`src/rtl/fault_campaign_pkg.sv`:
```
// fault_campaign_pkg: shared types and constants for the fault-injection campaign scheduler
// Provides the FSM state type, LFSR polynomial/reset constants, policy encodings and the LFSR step function.
package fault_campaign_pkg;
   typedef enum logic [1:0] {FI_IDLE, FI_WAIT, FI_INJECT, FI_DONE} fi_state_e;
   localparam logic [31:0] LFSR_POLY     = 32'h80200003;
   localparam logic [31:0] LFSR_RESET    = 32'h1;
   localparam logic        FI_POL_RANDOM = 1'b0;
   localparam logic        FI_POL_RR     = 1'b1;
   function automatic logic [31:0] lfsr_step(input logic [31:0] s);
      return s[0] ? (s >> 1) ^ LFSR_POLY : s >> 1;
   endfunction
endpackage

```
`src/rtl/fi_lfsr32.sv`:
```
// fi_lfsr32: 32-bit Galois LFSR (x^32+x^22+x^2+x+1) with seed load and single-step advance
// Ports: clk, rst_n (async, active low); load/seed reload the register, a zero seed maps to LFSR_RESET;
//        step advances one position; next_value is the value the register takes on the next step.
module fi_lfsr32
   import fault_campaign_pkg::*;
(
   input  logic        clk,
   input  logic        rst_n,
   input  logic        load,
   input  logic [31:0] seed,
   input  logic        step,
   output logic [31:0] next_value
);
   logic [31:0] lfsr;
   assign next_value = lfsr_step(lfsr);
   always_ff @(posedge clk or negedge rst_n)
      if (!rst_n) lfsr <= LFSR_RESET;
      else if (load) lfsr <= (seed == '0) ? LFSR_RESET : seed;
      else if (step) lfsr <= next_value;
endmodule

```
`src/rtl/fault_campaign_ctrl.sv`:
```
// fault_campaign_ctrl: scheduler for periodic transient fault-injection windows
// Inputs:  clk, rst_n (async, active low), enable, policy (0 random / 1 round-robin),
//          mask_mode (0 single bit / 1 random word), seed_load + seed (IDLE only),
//          interval, duration, max_faults (0 = unlimited), pause.
// Outputs: fault_active, fault_sel, fault_onehot, fault_mask, inject_pulse, fault_count, done.
module fault_campaign_ctrl
   import fault_campaign_pkg::*;
#(
   parameter  int NUM_TARGETS = 8,
   parameter  int DATA_W      = 32,
   parameter  int CNT_W       = 16,
   localparam int SEL_W       = $clog2(NUM_TARGETS)
)(
   input  logic                   clk,
   input  logic                   rst_n,
   input  logic                   enable,
   input  logic                   policy,
   input  logic                   mask_mode,
   input  logic                   seed_load,
   input  logic [31:0]            seed,
   input  logic [CNT_W-1:0]       interval,
   input  logic [CNT_W-1:0]       duration,
   input  logic [CNT_W-1:0]       max_faults,
   input  logic                   pause,
   output logic                   fault_active,
   output logic [SEL_W-1:0]       fault_sel,
   output logic [NUM_TARGETS-1:0] fault_onehot,
   output logic [DATA_W-1:0]      fault_mask,
   output logic                   inject_pulse,
   output logic [CNT_W-1:0]       fault_count,
   output logic                   done
);
   fi_state_e         state, state_nxt;
   logic [CNT_W-1:0]  wait_cnt, dur_cnt, int_v, dur_v;
   logic [SEL_W-1:0]  rr_ptr, rnd_idx, sel_nxt;
   logic [DATA_W-1:0] rnd_word, mask_nxt;
   logic [31:0]       lfsr_next;
   logic              start, run, inject_go, win_end, budget_hit;

   fi_lfsr32 u_lfsr (
      .clk        (clk),
      .rst_n      (rst_n),
      .load       (state == FI_IDLE && seed_load),
      .seed       (seed),
      .step       (inject_go),
      .next_value (lfsr_next)
   );

   always_ff @(posedge clk or negedge rst_n)
      if (!rst_n) state <= FI_IDLE;
      else state <= state_nxt;

   always_comb
      state_nxt = !enable   ? FI_IDLE :
                  start     ? FI_WAIT :
                  inject_go ? FI_INJECT :
                  win_end   ? (budget_hit ? FI_DONE : FI_WAIT) : state;

   // strobes and the values latched when a window opens
   always_comb begin
      int_v      = interval == '0 ? CNT_W'(1) : interval;
      dur_v      = duration == '0 ? CNT_W'(1) : duration;
      run        = enable && !pause;
      start      = state == FI_IDLE && enable;
      inject_go  = state == FI_WAIT && run && wait_cnt == CNT_W'(1);
      win_end    = state == FI_INJECT && run && dur_cnt == CNT_W'(1);
      budget_hit = max_faults != '0 && fault_count == max_faults;
      // fold out-of-range indices back for non-power-of-two target counts
      rnd_idx    = {1'b0, lfsr_next[SEL_W-1:0]} >= (SEL_W+1)'(NUM_TARGETS) ?
                   lfsr_next[SEL_W-1:0] - SEL_W'(NUM_TARGETS) : lfsr_next[SEL_W-1:0];
      sel_nxt    = policy == FI_POL_RANDOM ? rnd_idx : rr_ptr;
      rnd_word   = DATA_W'(lfsr_next);
      mask_nxt   = mask_mode ? (rnd_word == '0 ? DATA_W'(1) : rnd_word) :
                   DATA_W'(1) << (lfsr_next[12:8] % DATA_W);
   end

   always_ff @(posedge clk or negedge rst_n)
      if (!rst_n) begin
         wait_cnt     <= '0;
         dur_cnt      <= '0;
         rr_ptr       <= '0;
         fault_active <= 1'b0;
         fault_sel    <= '0;
         fault_mask   <= '0;
         inject_pulse <= 1'b0;
         fault_count  <= '0;
         done         <= 1'b0;
      end else begin
         inject_pulse <= inject_go;
         if (start) begin
            wait_cnt    <= int_v;
            fault_count <= '0;
            done        <= 1'b0;
            rr_ptr      <= '0;
         end else if (state == FI_WAIT && run) wait_cnt <= wait_cnt - 1'b1;
         if (inject_go) begin
            dur_cnt      <= dur_v;
            fault_active <= 1'b1;
            fault_sel    <= sel_nxt;
            fault_mask   <= mask_nxt;
            fault_count  <= &fault_count ? fault_count : fault_count + 1'b1;
            if (policy == FI_POL_RR) rr_ptr <= rr_ptr == SEL_W'(NUM_TARGETS - 1) ? '0 : rr_ptr + 1'b1;
         end else if (state == FI_INJECT && run) dur_cnt <= dur_cnt - 1'b1;
         if (win_end) begin
            fault_active <= 1'b0;
            fault_mask   <= '0;
            wait_cnt     <= int_v;
            done         <= budget_hit;
         end
         if (!enable) begin
            fault_active <= 1'b0;
            fault_mask   <= '0;
         end
      end

   assign fault_onehot = fault_active ? (NUM_TARGETS'(1) << fault_sel) : '0;
endmodule

```
`config.mk`:
```
export PLATFORM = sky130hd
export DESIGN_NAME = fault_campaign_ctrl
export DESIGN_NICKNAME = d
export VERILOG_FILES = /design/src/rtl/fault_campaign_pkg.sv /design/src/rtl/fi_lfsr32.sv /design/src/rtl/fault_campaign_ctrl.sv
export SDC_FILE = /design/constraint.sdc
export NUM_CORES = 1
export LEC_CHECK = 0
export ABC_AREA = 1
export BUFFER_PORTS_ARGS = -buffer_cell sky130_fd_sc_hd__buf_2
export CORE_UTILIZATION = 35
export DETAILED_ROUTE_END_ITERATION = 10
export PLACE_DENSITY = 0.54
export SYNTH_ARGS = -nofsm -noshare
export SYNTH_HDL_FRONTEND = slang
export SYNTH_HIERARCHICAL = 1
export SYNTH_SLANG_ARGS = --single-unit
export TNS_END_PERCENT = 10
```
`constraint.sdc`:
```
create_clock -name clk -period 2.55 [get_ports clk]
set_input_delay 0.51 -clock clk [delete_from_list [all_inputs] [get_ports clk]]
set_output_delay 0.51 -clock clk [all_outputs]
set_load 0.02 [all_outputs]
```
==> results.yml, run 1 <==
sta:
  final.period_utilization_pct: 88.8
  rsz0062_at_grt: "false"
  setup_viol: 0
  fin_tns_setup_ns: 0
  period_needed_ns: 2.27
  slew_headroom_pct: 45.8
  fmax_ghz: 0.441
  report.final.slew_viol_count: 0
  hold_viol_final: 0
  worst_slew_pin_slew_ns: 0.812
  finalClockSkew_ns: 0.00745
clock_network:
  path_clk_slew_ns: 0.06
  cts_max_level: 4
  clockBufferDepth: 2
  clock_sinks: 123
  cts_tree: "yes"
  cts-resized-gates: 0
  post_cts_buffers: 0
  cts_hold_buf: 0
  clkLatencyLatePin_ns: 0.42
  cts_buffers: 17
  root_buffer: "clkbuf_16"
final_layout:
  nets: 1381
  syn_to_final_growth_pct: 18.0
  final_common_cell: "nand2_1"
  antenna_cells: 0
  layout_common_cells: "nand2_1, nor2_1, buf_2"
  drive_gt1_share_pct: 18.9
  final_util_pct: 42.2
worst_setup_path:
  path_class: "flip-flop to flip-flop"
  required_ns: 2.85
  start_kind: "flip-flop"
  critPathArrivalTime_ns: 2.56
  worstPathMaxFanout: 30
  worstSetupEndpointType: "flip-flop"
synth:
  yosysSeqAreaShare_pct: 38.0
  synth_cell_types: 39
  syn_inst: 1174
  syn_area_mm2: 0.00810
  synth-seq-cells: 123
  muxShareOfSynthArea_pct: 0
  synth-simple-area-share_pct: 33.8
  synthAdderAreaFrac_pct: 1.08
  async_flop_share_pct: 100
  synth-main-ff-cell: "dfrtp_1"
  synth_nets: 1268
  yosys.area.top_type: "dfrtp_1"
  synthTopCellsByArea: "dfrtp_1, nand2_1, nor2_1, o21ai_0, inv_1"
  synth.top_cell.area_share_pct: 37.7
  synth-compound-area-share_pct: 13.4
  synth_xor_area_share_pct: 2.92
  yosys_warnings: 6
  synth_top_family_by_area: "simple AND/OR/NAND/NOR gates"
  avgSynthCellArea_um2: 6.90
  synth-edff-count: 0
floorplanning:
  die-area_mm2: 0.0237
  design.core.area_mm2: 0.0226
  rows: 55
  initial_core_util_pct: 35.8
  io_pins: 149
  die_w_um: 154
  die_h_um: 154
pwr:
  clkPwrFrac_pct: 41.4
  p_comb_share_pct: 20.3
  p_leak_nw: 4.77
  seqPwrFrac_pct: 38.3
  ir_worst_vdd_mv: 0.350
  p_sw_w: 0.00207
  p_int_w: 0.00450
  sw_frac_of_total_pct: 31.5
  powerDensity_mw_per_mm2: 687
detailed_routing:
  via_per_inst: 4.94
  totalWireLength_um: 23600
  first_pass_iters: 5
  first_iter_violations: 622
  postRouteAntennaNets: 0
  post_drt_wl_per_cell_um: 14.9
  drcViolationCount: 0
  via_count: 7817
placement:
  numPortBuffers: 148
  hpwlAfterDp_um: 17600
  finalWeightedCongestion: 0.878
global_routing:
  grt_pass1_vias: 7192
  grt_pass1_wl_um: 38000
  grt_use_total_pct: 20.4
  grt-ovfl-total: 0
  antenna_found_initial: 0
  grt_max_degree: 124
run_status:
  status: "finished clean"
flow_run:
  maxCapViolations: 0
hold_path:
  min_path_type: "input pin to async pin"
[per-layer routing]
metal / track usage [%] / share of wire [%] / vias up
li1: - / - / 3950
met1: 30.3 / 52 / 3632
met2: 29.7 / 42 / 210
met3: 4.23 / 4.9 / 25
met4: 5.19 / 1.5 / 0
met5: 0 / 0 / -
[through the flow]
step	power, W	instances	hold slack, ns	cell area, um^2	worst slack, ns
after floorplan	0.00353	1174	0.214	8100	0.701
after global placement	0.00385	1553	0.464	8900	0.427
after detailed placement	0.00386	1553	0.462	8900	0.356
after CTS	0.00660	1583	0.225	9550	0.313
after global routing	0.00690	1583	0.226	9550	0.115
final	0.00657	1583	0.104	9550	0.285
[worst paths after layout]
check / start / endpoint / slack [ns] / cells past startpoint
min: rst_n / fault_count[9] / 0.10 / 2
min reg2reg: fault_mask[15] / fault_mask[15] / 0.47 / 2
max: wait_cnt[1] / u_lfsr/lfsr[17] / 0.28 / 9
min in group clk: seed[8] / u_lfsr/lfsr[8] / 0.34 / 3
max in group asynchronous: rst_n / fault_mask[8] / 1.80 / 2
max reg2reg: wait_cnt[1] / u_lfsr/lfsr[17] / 0.28 / 9
[synth_stat cells (3+ instances only)]
| master | n |
|---|---|
| a21oi_1 | 34 |
| a31oi_1 | 5 |
| buf_2 | 15 |
| buf_4 | 36 |
| buf_6 | 5 |
| clkbuf_1 | 13 |
| dfrtp_1 | 122 |
| ha_1 | 7 |
| inv_1 | 99 |
| inv_2 | 7 |
| nand2_1 | 336 |
| nand2_2 | 5 |
| nand2_4 | 3 |
| nand3_1 | 69 |
| nand3_2 | 3 |
| nand3b_1 | 3 |
| nand4_1 | 12 |
| nor2_1 | 181 |
| nor2_2 | 8 |
| nor2_4 | 4 |
| nor3_1 | 14 |
| o211ai_1 | 6 |
| o21ai_0 | 103 |
| o21ai_1 | 27 |
| o21ai_2 | 4 |
| o22ai_1 | 6 |
| o22ai_2 | 6 |
| o31ai_2 | 3 |
| xnor2_1 | 7 |
| xor2_1 | 20 |
[power by group through the flow]
stage               Clock, W  Combinational, W  Sequential [W]
floorplan                  0           0.00115         0.00239
global placement           0           0.00132         0.00253
detailed placement         0           0.00133         0.00253
CTS                  0.00276           0.00134         0.00250
global route         0.00284           0.00152         0.00254
finish               0.00272           0.00133         0.00251
[flip-flops by register name, summed over array words and instances (netlist names)]
signal / cells
fault_count: 16
fault_mask: 32
fault_active: 1
done: 1
state: 2
inject_pulse: 1
dur_cnt: 16
fault_sel: 3
rr_ptr: 3
wait_cnt: 16
u_lfsr/lfsr: 32
[cells by family after synthesis]
logic type,after synthesis
AO/OA/AOI/OAI,194
flip-flops,123
AND/OR/NAND/NOR,644
XOR/XNOR,27
buffers and inverters,179
adder cells (fa/ha/maj),7
[worst max-delay path: stages (launching register included)]
cell	delay [ns]
dfrtp_1	0.37
inv_1	0.09
ha_1	0.19
nand3_1	0.13
nor2_4	0.19
nand2_2	0.11
nor2_8	0.21
inv_1	0.40
o21ai_0	0.35
a21oi_1	0.10
[cell type report]
type	count	area [um^2]
Clock buffer	23	498
Clock inverter	7	160
Fill cell	2428	13100
Inverter	108	408
Multi-Input combinational cell	872	4140
Sequential cell	123	3080
Tap cell	285	357
Timing Repair Buffer	165	908
No activity file was read; power rests on OpenSTA's default activity.
==> run 2: changes to the inputs <==
--- a/config.mk
+++ b/config.mk
@@ -5,11 +5,10 @@
 export SDC_FILE = /design/constraint.sdc
 export NUM_CORES = 1
 export LEC_CHECK = 0
-export ABC_AREA = 1
 export BUFFER_PORTS_ARGS = -buffer_cell sky130_fd_sc_hd__buf_2
 export CORE_UTILIZATION = 35
 export DETAILED_ROUTE_END_ITERATION = 10
-export PLACE_DENSITY = 0.54
+export PLACE_DENSITY = 0.55
 export SYNTH_ARGS = -nofsm -noshare
 export SYNTH_HDL_FRONTEND = slang
 export SYNTH_HIERARCHICAL = 1
==> results.yml, run 2 <==
run_status:
  status: "finished clean"
global_routing:
  grt_pass1_wl_um: 29900
  grt_use_total_pct: 19.3
  grt_pass1_vias: 5528
  antenna_found_initial: 0
  grt_max_degree: 75
  grt-ovfl-total: 0
pwr:
  p_comb_share_pct: 12.9
  powerDensity_mw_per_mm2: 664
  ir_worst_vdd_mv: 0.445
  p_leak_nw: 3.69
  p_sw_w: 0.00157
  seqPwrFrac_pct: 41.6
  sw_frac_of_total_pct: 27.7
  p_int_w: 0.00411
  clkPwrFrac_pct: 45.5
placement:
  numPortBuffers: 148
  hpwlAfterDp_um: 14500
  finalWeightedCongestion: 0.796
  dp_slack_ns: 0.136
synth:
  yosys_warnings: 6
  syn_area_mm2: 0.00697
  synth-seq-cells: 123
  avgSynthCellArea_um2: 9.15
  synth.top_cell.area_share_pct: 43.8
  async_flop_share_pct: 100
  synthTopCellsByArea: "dfrtp_1, mux2i_1, o21ai_0, xnor2_1, nand3_1"
  yosys.area.top_type: "dfrtp_1"
  synth_most_common_cell: "dfrtp_1"
  synth_cell_types: 57
  synth-main-ff-cell: "dfrtp_1"
  synth-edff-count: 0
  synth_nets: 856
  yosysSeqAreaShare_pct: 44.2
  syn_inst: 762
  netlist_top_cells_count: "dfrtp_1, o21ai_0, nand2_1"
final_layout:
  antenna_cells: 0
  fillerInstances: 1942
  drive_gt1_share_pct: 25.4
  layout_common_cells: "buf_2, dfrtp_1, o21ai_0"
  final_common_cell: "buf_2"
  reg_top3: "fault_mask x32, u_lfsr/lfsr x32"
  syn_to_final_growth_pct: 22.8
  nets: 978
clock_network:
  post_cts_buffers: 0
  root_buffer: "clkbuf_16"
  cts_buffers: 17
  cts-resized-gates: 0
  path_clk_slew_ns: 0.06
  cts_max_level: 4
  clock_sinks: 123
  cts_hold_buf: 0
  cts_tree: "yes"
  clockBufferDepth: 2
  clkLatencyLatePin_ns: 0.42
sta:
  period_needed_ns: 2.36
  final.period_utilization_pct: 92.5
  setup_ws_ns: 0.190
  slew_headroom_pct: 37.6
  worst_slew_pin_slew_ns: 0.936
  fin_tns_setup_ns: 0
  setup_viol: 0
  finalClockSkew_ns: 0.00879
  hold_viol_final: 0
  rsz0062_at_grt: "false"
  fmax_ghz: 0.424
  report.final.slew_viol_count: 0
worst_setup_path:
  critical_path.top_delay_family: "simple AND/OR/NAND/NOR gates"
  start_kind: "flip-flop"
  worstSetupEndpointType: "flip-flop"
  ff2ff_path_depth: 6
  worstPathMaxFanout: 7
  reg2reg_from: "wait_cnt[2]"
  path_buf_inv: 1
  r2r_slack_ns: 0.19
  path_class: "flip-flop to flip-flop"
  critPathArrivalTime_ns: 2.65
  cp_cell_sequence: "or4_4, nor4_4, and2_1, buf_4, nand4_1, mux2i_1"
  required_ns: 2.84
  slowest_stage: "or4_4"
  r2r_end: "fault_count[13]"
  cpPeakStageDelay_ns: 0.61
floorplanning:
  initial_core_util_pct: 35.8
  die_w_um: 143
  design.core.area_mm2: 0.0195
  die-area_mm2: 0.0205
  io_pins: 149
  die_h_um: 143
  rows: 51
flow_run:
  maxCapViolations: 0
hold_path:
  min_path_type: "input pin to async pin"
detailed_routing:
  postRouteAntennaNets: 0
  via_count: 5966
  first_pass_iters: 5
  totalWireLength_um: 19100
  post_drt_wl_per_cell_um: 16.5
  via_per_inst: 5.13
  drcViolationCount: 0
  first_iter_violations: 328
run 2: cell types whose count changed after synthesis, sizes merged, moves of 22 or more:
cell	previous run	this run
nand2	344	70
nor2	195	56
inv	107	9
o21ai	134	77
mux2i	0	37
nor4	0	32
a22oi	0	26
xnor2	7	30
nand3	74	52
run 2: cell families after synthesis:
kind of cell	share of synthesized area, %
and+or+nand+nor	23.0
AOI/OAI and AO/OA	13.6
DFF	44.2
buffers and inverters	6.44
xor gates and xnor gates	6.28
muxes	5.31
adders and majority gates	1.26
run 2: cell type report:
cell class / count / area, um^2 / share of cell area, %
clock inverter: 13 / 190 / 2.22
clock buffer: 19 / 443 / 5.17
timing repair buffer: 176 / 1010 / 11.8
sequential: 123 / 3080 / 36.0
inverter: 9 / 33.8 / 0.395
tap: 265 / 332 / 3.87
multi-input combinational: 557 / 3480 / 40.6
run 2: worst register-to-register path: cells and delay by family, from the launching register on:
family,cells,cell delay (ns)
muxes,1,0.15
DFF,1,0.42
buffers and inverters,1,0.20
and+or+nand+nor,4,1.47
run 2: through the flow:
stage | hold slack (ns) | std cells | cell area, um^2 | util, % | total power [W]
global placement | 0.473 | 1130 | 7920 | 40.7 | 0.00312
detailed placement | 0.480 | 1130 | 7920 | 40.7 | 0.00312
CTS | 0.0331 | 1162 | 8550 | 43.9 | 0.00572
floorplan | 0.214 | 762 | 6970 | - | 0.00290
global route | 0.0513 | 1162 | 8560 | 44.0 | 0.00593
finish | 0.0273 | 1162 | 8560 | 44.0 | 0.00568
run 2: metal layers:
layer / global-route usage [%] / part of all wire (%) / up-vias
met5: 0 / 0 / -
met3: 3.79 / 4.5 / 17
li1: - / - / 2973
met2: 29.8 / 46 / 153
met4: 5.38 / 1.2 / 0
met1: 27.2 / 49 / 2823
run 2: how the worst max path moves through the flow:
stage	endpoint	startpoint	depth (start not counted)
2_1_floorplan	u_lfsr/lfsr[14]	wait_cnt[2]	7
4_1_cts	u_lfsr/lfsr[0]	wait_cnt[7]	7
3_5_place_dp	u_lfsr/lfsr[28]	wait_cnt[7]	6
6_report	fault_count[13]	wait_cnt[2]	6
3_3_place_gp	u_lfsr/lfsr[0]	wait_cnt[7]	7
5_1_grt	fault_count[12]	wait_cnt[2]	5
run 2: power by group through the flow:
stage	registers [W]	clock network, W	logic (W)
floorplan	0.00227	0	0.000631
global placement	0.00239	0	0.000733
global route	0.00239	0.00273	0.000819
CTS	0.00235	0.00263	0.000738
detailed placement	0.00239	0	0.000736
finish	0.00236	0.00258	0.000734
==> run 3: changes to the inputs <==
--- a/config.mk
+++ b/config.mk
@@ -6,9 +6,9 @@
 export NUM_CORES = 1
 export LEC_CHECK = 0
 export BUFFER_PORTS_ARGS = -buffer_cell sky130_fd_sc_hd__buf_2
-export CORE_UTILIZATION = 35
+export CORE_UTILIZATION = 40
 export DETAILED_ROUTE_END_ITERATION = 10
-export PLACE_DENSITY = 0.55
+export PLACE_DENSITY = 0.62
 export SYNTH_ARGS = -nofsm -noshare
 export SYNTH_HDL_FRONTEND = slang
 export SYNTH_HIERARCHICAL = 1
==> results.yml, run 3 (synthesized netlist as in run 2, its figures left out) <==
pwr:
  powerDensity_mw_per_mm2: 640
  ir_worst_vdd_mv: 0.406
  p_leak_nw: 3.60
  total_power_w: 0.00535
final_layout:
  fillerInstances: 1640
  ff_latch_area_mm2: 0.00308
  antenna_cells: 0
  layout_common_cells: "buf_2, dfrtp_1, o21ai_0"
  final_common_cell: "buf_2"
  reg_top3: "fault_mask x32, u_lfsr/lfsr x32"
  drive_gt1_share_pct: 25.0
  multi_input_area_mm2: 0.00346
  nets: 972
  syn_to_final_growth_pct: 19.9
sta:
  finalClockSkew_ns: 0.0114
  period_needed_ns: 2.39
  report.final.slew_viol_count: 0
  fin_tns_setup_ns: 0
  rsz0062_at_grt: "false"
  final.period_utilization_pct: 93.8
  fmax_ghz: 0.418
  worst_slew_pin_slew_ns: 0.718
  setup_viol: 0
  hold_viol_final: 0
  setup_ws_ns: 0.159
  slew_headroom_pct: 52.1
  hold_slack_ns: 0.151
global_routing:
  grt_pass1_wl_um: 29900
  grt-ovfl-total: 0
  grt_use_total_pct: 21.3
  antenna_found_initial: 0
  grt_pass1_vias: 5709
  grt_max_degree: 124
detailed_routing:
  via_per_inst: 5.44
  via_count: 6046
  totalWireLength_um: 18500
  drcViolationCount: 0
  first_iter_violations: 363
  post_drt_wl_per_cell_um: 16.6
  first_pass_iters: 5
  postRouteAntennaNets: 0
floorplanning:
  rows: 47
  io_pins: 149
  initial_core_util_pct: 41.5
  die_h_um: 134
  die_w_um: 134
  die-area_mm2: 0.0180
  design.core.area_mm2: 0.0168
clock_network:
  cts_buffers: 17
  cts_tree: "yes"
  root_buffer: "clkbuf_16"
  clkLatencyLatePin_ns: 0.42
  path_clk_slew_ns: 0.06
  post_cts_buffers: 0
  clockBufferDepth: 2
  cts_max_level: 4
  clock_sinks: 123
worst_setup_path:
  worstSetupEndpointType: "flip-flop"
  start_kind: "flip-flop"
  path_class: "flip-flop to flip-flop"
  critPathArrivalTime_ns: 2.73
  worstPathMaxFanout: 6
  required_ns: 2.88
flow_run:
  maxCapViolations: 0
placement:
  hpwlAfterDp_um: 13400
  dp_slack_ns: 0.131
  finalWeightedCongestion: 0.843
  numPortBuffers: 148
run_status:
  status: "finished clean"
hold_path:
  min_path_type: "input pin to async pin"
run 3: changes by cell type in the layout (fill, tap and decap cells not counted), sizes merged:
cell      change
bufinv        -3
clkinv        +1
buf           -6
clkinvlp      +3
clkbuf        -1
run 3: cell type report:
type / count / area share (%)
Timing Repair Buffer: 170 / 11.3
Tap cell: 220 / 3.29
Clock buffer: 18 / 5.25
Clock inverter: 14 / 1.44
Inverter: 9 / 0.404
Multi-Input combinational cell: 557 / 41.5
Sequential cell: 123 / 36.8
run 3: worst max-delay path, stage by stage (launching register included):
cell and delay (ns):
dfrtp_1 0.42, or4_1 0.66, nor2_1 0.30, buf_4 0.18, nand4b_1 0.21, or3_1 0.38, a21oi_1 0.16
run 3: worst paths after layout:
check / endpoint / slack, ns / from / depth (start not counted)
hold / removal: fault_count[12] / 0.15 / rst_n / 2
hold reg to reg: fault_mask[10] / 0.50 / fault_mask[10] / 2
setup reg to reg: fault_count[10] / 0.16 / wait_cnt[7] / 6
min in group clk: u_lfsr/lfsr[14] / 0.31 / seed[14] / 3
max in group asynchronous: dur_cnt[0] / 1.82 / rst_n / 2
setup / recovery: fault_count[10] / 0.16 / wait_cnt[7] / 6
run 3: where the power goes:
group	internal, W	total, W	switching [W]
Combinational	0.000302	0.000699	0.000397
Clock	0.00136	0.00228	0.000918
Sequential	0.00212	0.00237	0.000250
run 3: through the flow:
step / cell area [um^2] / cells / utilization, %
global route: 8360 / 1111 / 49.7
global placement: 7790 / 1079 / 46.3
finish: 8360 / 1111 / 49.7
floorplan: 6970 / 762 / -
CTS: 8350 / 1111 / 49.7
detailed placement: 7790 / 1079 / 46.3
run 3: per-layer routing:
layer  vias to the layer above  global-route usage, %  share of wire, %
li1                       2967                      -                 -
met1                      2878                   30.6                47
met2                       179                   31.8                45
met3                        22                   5.03               6.0
met4                         0                   6.49               1.3
met5                         -                      0                 0
run 3: what timing repair did:
action	4_1_cts	5_1_grt
endpoints found under the setup margin	0	5
gates resized for setup	0	1
hold buffers	0	0
